===== config.mk =====
export PLATFORM = sky130hd
export DESIGN_NAME = pc_gen_btb
export DESIGN_NICKNAME = d
export VERILOG_FILES = /design/src/rtl/pc_gen_btb.sv
export SDC_FILE = /design/constraint.sdc
export NUM_CORES = 2
export LEC_CHECK = 0
export CAP_MARGIN = 20
export CORE_MARGIN = 2
export CORE_UTILIZATION = 55
export CTS_CLUSTER_DIAMETER = 120
export DETAILED_ROUTE_END_ITERATION = 7
export PLACE_DENSITY_LB_ADDON = 0.1
export SLEW_MARGIN = 10
export SYNTH_ARGS = -nofsm -noshare
export SYNTH_HDL_FRONTEND = slang
export SYNTH_SLANG_ARGS = --single-unit

===== constraint.sdc =====
create_clock -name clk -period 12.9 [get_ports clk]
set_input_delay 1.935 -clock clk [delete_from_list [all_inputs] [get_ports clk]]
set_output_delay 1.935 -clock clk [all_outputs]
set_load 0.1 [all_outputs]

===== src/rtl/pc_gen_btb.sv =====
// Fetch-stage PC generator for the pipelined MIPS core.
// Holds the fetch PC, predicts with a direct-mapped BTB, and redirects on ID mispredicts or exceptions.
module pc_gen_btb #(
  parameter int          ADDR_W    = 32,
  parameter int          BTB_DEPTH = 16,
  parameter logic [31:0] RESET_PC  = 32'h0000_3000,
  parameter logic [31:0] EXC_VEC   = 32'h0000_4180
) (
  input  logic              clk,
  input  logic              rst_n,
  input  logic              stall,
  input  logic              exc_req,
  output logic [ADDR_W-1:0] fetch_pc,
  output logic              pred_taken,
  output logic [ADDR_W-1:0] pred_target,
  input  logic              res_valid,
  input  logic              res_is_br,
  input  logic              res_is_j,
  input  logic              res_taken,
  input  logic [ADDR_W-1:0] res_pc,
  input  logic [31:0]       res_instr,
  input  logic [31:0]       res_imm,
  input  logic              res_pred_taken,
  input  logic [ADDR_W-1:0] res_pred_target,
  output logic              flush,
  output logic [15:0]       mispredict_cnt
);

  localparam int IDX_W = $clog2(BTB_DEPTH);
  localparam int TAG_W = ADDR_W - IDX_W - 2;

  logic [ADDR_W-1:0] fetch_pc_q, fetch_pc_d;
  logic [15:0]       cnt_q, cnt_d;

  logic              valid_q [BTB_DEPTH];
  logic [1:0]        ctr_q   [BTB_DEPTH];
  logic [TAG_W-1:0]  tag_q   [BTB_DEPTH];
  logic [ADDR_W-1:0] tgt_q   [BTB_DEPTH];

  logic [IDX_W-1:0]  lk_idx, up_idx;
  logic [TAG_W-1:0]  lk_tag, up_tag;
  logic              lk_hit, up_hit, up_en, up_we;
  logic [1:0]        up_ctr;
  logic [ADDR_W-1:0] up_tgt;

  logic [ADDR_W-1:0] pc_plus, br_tgt, j_tgt, act_tgt;
  logic [31:0]       pc_plus_w, j_tgt_w;
  logic              act_taken, mis;
  logic              unused_bits;

  assign lk_idx      = fetch_pc_q[IDX_W+1:2];
  assign lk_tag      = fetch_pc_q[ADDR_W-1:IDX_W+2];
  assign lk_hit      = valid_q[lk_idx] && (tag_q[lk_idx] == lk_tag);
  assign pred_taken  = lk_hit & ctr_q[lk_idx][1];
  assign pred_target = pred_taken ? tgt_q[lk_idx] : '0;
  assign fetch_pc    = fetch_pc_q;

  // Jump target is built at 32 bits so the region bits stay legal for any ADDR_W down to 28.
  assign pc_plus   = res_pc + ADDR_W'(4);
  assign br_tgt    = pc_plus + {res_imm[ADDR_W-3:0], 2'b00};
  assign pc_plus_w = 32'(pc_plus);
  assign j_tgt_w   = {pc_plus_w[31:28], res_instr[25:0], 2'b00};
  assign j_tgt     = j_tgt_w[ADDR_W-1:0];
  assign act_taken = res_is_j | (res_is_br & res_taken);
  assign act_tgt   = res_is_j ? j_tgt : br_tgt;

  assign up_en = res_valid & (res_is_br | res_is_j);
  assign mis   = up_en & ((act_taken != res_pred_taken) |
                          (act_taken & (act_tgt != res_pred_target)));
  assign flush = mis | exc_req;

  assign unused_bits = ^{res_instr[31:26], res_imm[31:ADDR_W-2], pc_plus_w[27:0], j_tgt_w};

  always_comb begin
    fetch_pc_d = fetch_pc_q + ADDR_W'(4);
    if (exc_req)         fetch_pc_d = EXC_VEC[ADDR_W-1:0];
    else if (mis)        fetch_pc_d = act_taken ? act_tgt : pc_plus;
    else if (stall)      fetch_pc_d = fetch_pc_q;
    else if (pred_taken) fetch_pc_d = pred_target;
  end

  assign cnt_d = (mis && (cnt_q != 16'hFFFF)) ? cnt_q + 16'd1 : cnt_q;

  assign up_idx = res_pc[IDX_W+1:2];
  assign up_tag = res_pc[ADDR_W-1:IDX_W+2];
  assign up_hit = valid_q[up_idx] && (tag_q[up_idx] == up_tag);

  // Hits train in place; misses only allocate when the instruction actually redirected.
  always_comb begin
    up_we  = 1'b0;
    up_ctr = ctr_q[up_idx];
    up_tgt = tgt_q[up_idx];
    if (up_en) begin
      if (up_hit) begin
        up_we = 1'b1;
        if (res_is_j) begin
          up_ctr = 2'b11;
          up_tgt = j_tgt;
        end else begin
          up_tgt = br_tgt;
          if (res_taken) up_ctr = (ctr_q[up_idx] == 2'b11) ? 2'b11 : ctr_q[up_idx] + 2'd1;
          else           up_ctr = (ctr_q[up_idx] == 2'b00) ? 2'b00 : ctr_q[up_idx] - 2'd1;
        end
      end else if (act_taken) begin
        up_we  = 1'b1;
        up_tgt = act_tgt;
        up_ctr = res_is_j ? 2'b11 : 2'b10;
      end
    end
  end

  always_ff @(posedge clk or negedge rst_n) begin
    if (!rst_n) begin
      fetch_pc_q <= RESET_PC[ADDR_W-1:0];
      cnt_q      <= '0;
      for (int i = 0; i < BTB_DEPTH; i++) begin
        valid_q[i] <= 1'b0;
        ctr_q[i]   <= 2'b01;
        tag_q[i]   <= '0;
        tgt_q[i]   <= '0;
      end
    end else begin
      fetch_pc_q <= fetch_pc_d;
      cnt_q      <= cnt_d;
      if (up_we) begin
        valid_q[up_idx] <= 1'b1;
        ctr_q[up_idx]   <= up_ctr;
        tag_q[up_idx]   <= up_tag;
        tgt_q[up_idx]   <= up_tgt;
      end
    end
  end

  assign mispredict_cnt = cnt_q;

endmodule

# Yosys cells after proc, flatten, opt, wreduce, memory -nomap -nowiden

Index checks and enable logic that the tools add are counted.

$add $sub $neg: 6
Magnitude comparators: 3
Equality and inequality tests: 7
Mux-type cells: 56
Bitwise operators: 12
Reduce and logical (&&, ||, !) cells: 5

Operators by type and width:

| cell                  | count |
|---|---|
| $bwmux 512            | 1 |
| $mux 32               | 15 |
| $bwmux 416            | 1 |
| $bmux 32 s4           | 2 |
| $bmux 26 s4           | 2 |
| $mux 26               | 5 |
| $demux 32 s4          | 1 |
| $demux 26 s4          | 1 |
| $add 32x3->32 const B | 2 |
| $eq 26x26->1          | 2 |
| $add 32x32->32        | 1 |
| $bwmux 32             | 1 |
| $ne 32x32->1          | 1 |
| $mux 2                | 12 |
| $add 16x1->16 const B | 1 |
| $bmux 2 s4            | 2 |
| $ne 16x16->1 const B  | 1 |
| $or 16x16->16         | 1 |
| $ge 5x5->1 const B    | 2 |
| $not 4->5             | 2 |
| $mux 1                | 9 |
| $bmux 1 s4            | 2 |
| $demux 2 s4           | 1 |
| $and 1x1->1           | 5 |
| 10 further kinds      | 16 |

Flip-flop bits (word level): 1024
Input port bits: 137
Output and inout port bits: 82
Logic and storage cells: 155

# Longest topological paths before layout

Depth in word-level cells: 12
Depth in mapped cells: 20
Depth with buffers taken out: 18

# Worst setup path after synthesis

OpenSTA, ideal clock, no wires.

Kind: input to output
Start point: input res_pc[2]
End point: output flush
Data arrival time: 7192 ps
Required time: 10965 ps
Setup slack: 3773 ps
Stages on the path: 19
Buffers on the path: 4
Path through: buf_2 buf_2 clkbuf_1 inv_1 ha_1 inv_1 fa_1 nor2b_1 o31a_1 o21ai_0 a211o_1 xnor2_1 a2111o_1 nand4b_1 nor4b_1 nand4_1 nand2_1 buf_2 nand2_1

Word-level cells in the longest chain between the ends: 8

RTL lines:

| what              | line | text |
|---|---|---|
| start, declared   | 20   | `input logic [ADDR_W-1:0] res_pc,` |
| $add 32x3->32 (*) | 59   | `assign pc_plus = res_pc + ADDR_W'(4);` |
| $add 32x32->32    | 60   | `assign br_tgt = pc_plus + {res_imm[ADDR_W-3:0], 2'b00};` |
| $mux 32 (*)       | 65   | `assign act_tgt = res_is_j ? j_tgt : br_tgt;` |
| $ne 32x32->1 (*)  | 69   | `(act_taken & (act_tgt != res_pred_target)));` |
| $and 1x1->1 (*)   | 69   |  |
| $or 1x1->1 (*)    | 68   | `assign mis = up_en & ((act_taken != res_pred_taken) \|` |
| $and 1x1->1 (*)   | 68   |  |
| $or 1x1->1 (*)    | 70   | `assign flush = mis \| exc_req;` |
| end, declared     | 25   | `output logic flush,` |

Mark *: on every way between the ends. The rest lies on a longest branch, timed or not.

# Worst setup path after layout

Start point: input res_pc[6]
End point: output flush

Same word-level chain as after synthesis.

==> results.toml <==
[outcome]
status = "finished, final reports clean"

[worst_setup_path]
crit_fanout = 33
start_kind = "input port"
worstSetupPathType = "input port to output port"
crit_path_start = "res_pc[6]"
cpMostUsedCell = "nand3_1"
slowest_delay_ns = 1.19
timing.rr.end = "tag_q[105]"
crit_arrival_ns = 8.74
r2r_slack_ns = 6.48
cpMaxStageDelayCell = "clkdlybuf4s50_1"
endpoint = "flush"
cp-end-kind = "output port"
crit_chain = "clkdlybuf4s50_1 > nand3_1 > nor2_1 > nand3_1 > xnor2_1 > ha_1 > a21oi_1 > o21ai_0 > nand3_1 > and4_1 > o31a_1 > xor2_1 > nand4b_1 > nor4b_1 > nand4_1 > buf_4 > nand2_1 > nand2_1 > buf_12"
r2r_cells = 11
cp.required_ns = 10.97
crit-reg2reg-launch = "tag_q[236]"

[clock_network]
cts_buffers = 108
ctsResizeCount = 0
htreeDepth = 3
cts_buffer_depth = 3
clock_sinks = 1024
clk_latency_ns = 0.71
cts.clk_slew.worst_paths_ns = 0.06
cts_root_buf = "clkbuf_16"
cts_tree = "yes"
postCtsSetupBuffers = 0
hold_buffers = 0

[placement]
port_buffers = 210
dp.cells = 5829
dp_hpwl_mm = 112.2
gp_congestion = 0.9510
dp_slack_ns = 2.441

[worst_hold_path]
hold_path_class = "register to register"

[synth]
ys.flop_type = "dfrtp_1"
yosysUniqueCellTypes = 83
synth_nets = 4818
synth_seq_cells = 1024
synth_edf_count = 0
async_flop_share_pct = 100.0
syn-cell-area_sq_um = 54790
yosys_warnings = 0
syn_inst = 4638
seq_area_frac_synth_pct = 46.81
syn_area_per_cell_sq_um = 11.81

[sta]
timing.final.crit_share_pct = 82.75
skew_ns = 0.02900
slew_violations = 0
hold_violations = 0
slew_headroom_pct = 23.34
finalSetupTns_ns = 0
worst_slew_pin_slew_ns = 1.146
fmaxAchievable_mhz = 93.68
fin_ws_ns = 2.226
rsz0062_at_grt = "false"
setup_viol = 0
final.min_clock_period_ns = 10.67

[detailed_routing]
drc_errors = 0
postRouteAntennaNets = 0
routedWlPerCell_um = 29.50
vias = 40020
first_pass_iters = 7
wirelength_mm = 178.0
drt-initial-drc-count = 4575
via_per_inst = 6.632

[finish]
final_nets = 4837
layout_common_cells = "dfrtp_1 (1,002), nand2_1 (580), mux2_2 (503)"
layoutNonFillerInstCount = 6035
area_growth_pct = 12.65
drive_above_1_share_pct = 26.55
final_common_cell = "dfrtp_1"

[power]
leakage_uw = 0.02605
ir_worst_vdd_mv = 0.1235
power_density_nw_per_um2 = 164.4

[global_route]
grt_pass1_vias = 38990
grt_max_degree = 176
grt_pass1_wl_mm = 264.5
grtUsageTotal_pct = 35.16
grt-ovfl-total = 0
antenna_found_initial = 12

[floorplanning]
die_x_um = 319.6
initial_core_util_pct = 55.59
rows = 115
die_area_sq_um = 102200
core_area_sq_um = 98560
ios = 219
fp.dieH_um = 319.6

[job]
cap_violations = 0
==> where the power goes <==
part	switching [uW]	internal (uW)	leakage [uW]
Combinational	1290	1180	0.0111
Sequential	462	3910	0.0131
Clock	1350	1950	0.00186
Total	3100	7050	0.0260
==> stage by stage <==
step	power (uW)	utilization [%]	hold slack, ns	cell area (sq um)
6_report	10150	62.62	0.4627	61720
5_1_grt	10590	62.62	0.4813	61720
4_1_cts	10140	62.54	0.4606	61640
3_5_place_dp	6846	58.71	0.4517	57860
3_3_place_gp	6763	58.71	0.4464	57860
2_1_floorplan	6007	-	0.4370	54790
==> area by class of cell <==
| type | instances | area [sq um] |
|---|---|---|
| Antenna cell | 2 | 5.005 |
| Clock buffer | 152 | 3088 |
| Clock inverter | 47 | 685.7 |
| Fill cell | 7667 | 36840 |
| Inverter | 40 | 152.6 |
| Multi-Input combinational cell | 3153 | 27420 |
| Sequential cell | 1024 | 25660 |
| Tap cell | 1287 | 1610 |
| Timing Repair Buffer | 330 | 3095 |
==> cells in the mapped netlist (all sizes together) (13+ instances only) <==
master   number  area (sq um)
mux4        377          8491
nor2b        39         244.0
nand4        42         262.8
nand2b       21         131.4
mux2        534          6013
ha           42         525.5
and3         37         231.5
o21ai       404          2022
xor2         51         446.7
a22oi        24         180.2
dfrtp      1006         25170
buf         145         713.2
a211oi       18         135.1
inv          38         142.6
nor2        202         763.2
clkbuf      276          1036
a211o        13         113.9
nor4         15         100.1
nand3        69         345.3
dfstp        18         473.0
nor3         28         166.4
mux2i        97         970.9
nand2       592          2222
nor3b        15         112.6
o22ai        21         131.4
a21oi       191         959.7
o21a         18         135.1
o31ai        17         127.6
a2111oi      13         113.9
xnor2       103         902.1
==> per-layer routing <==
metal	routed length (um)	vias to the layer above	GRT usage [%]
met5	47	-	0
met4	7166	8	13.20
met3	16950	326	7.415
met2	79380	1947	52.29
met1	74490	20750	51.19
li1	-	16990	-
==> logic make-up after synthesis <==
family                     after synthesis  synth area share [%]
buffers and inverters                  461                 3.467
xor gates and xnor gates               154                 2.462
and+or+nand+nor                       1127                 9.276
AOI/OAI and AO/OA                      820                 8.728
muxes                                 1008                 28.24
DFF                                   1024                 46.81
adders and majority gates               44                 1.014
==> registers in the layout, indices dropped and copies added, names as in the netlist <==
signal	cells
ctr_q	32
fetch_pc	32
mispredict_cnt	16
tag_q	416
tgt_q	512
valid_q	16
==> worst min-delay path by stage <==
stage | slack [ns] | start | cells after the start | end
3_5_place_dp | 0.45 | ctr_q[6] | 2 | ctr_q[6]
4_1_cts | 0.46 | ctr_q[28] | 2 | ctr_q[28]
6_report | 0.46 | ctr_q[22] | 2 | ctr_q[22]
5_1_grt | 0.48 | ctr_q[22] | 2 | ctr_q[22]
3_3_place_gp | 0.45 | ctr_q[18] | 2 | ctr_q[18]
2_1_floorplan | 0.44 | ctr_q[10] | 2 | ctr_q[10]
==> critical path, delay by kind of cell <==
kind / cells / cell delay [ns]
compound gates: 3 / 1.51
xor+xnor: 2 / 0.81
buf+inv: 3 / 1.75
fa+ha+maj: 1 / 0.44
simple gates: 10 / 2.26
No activity file was read; power rests on OpenSTA's default activity.
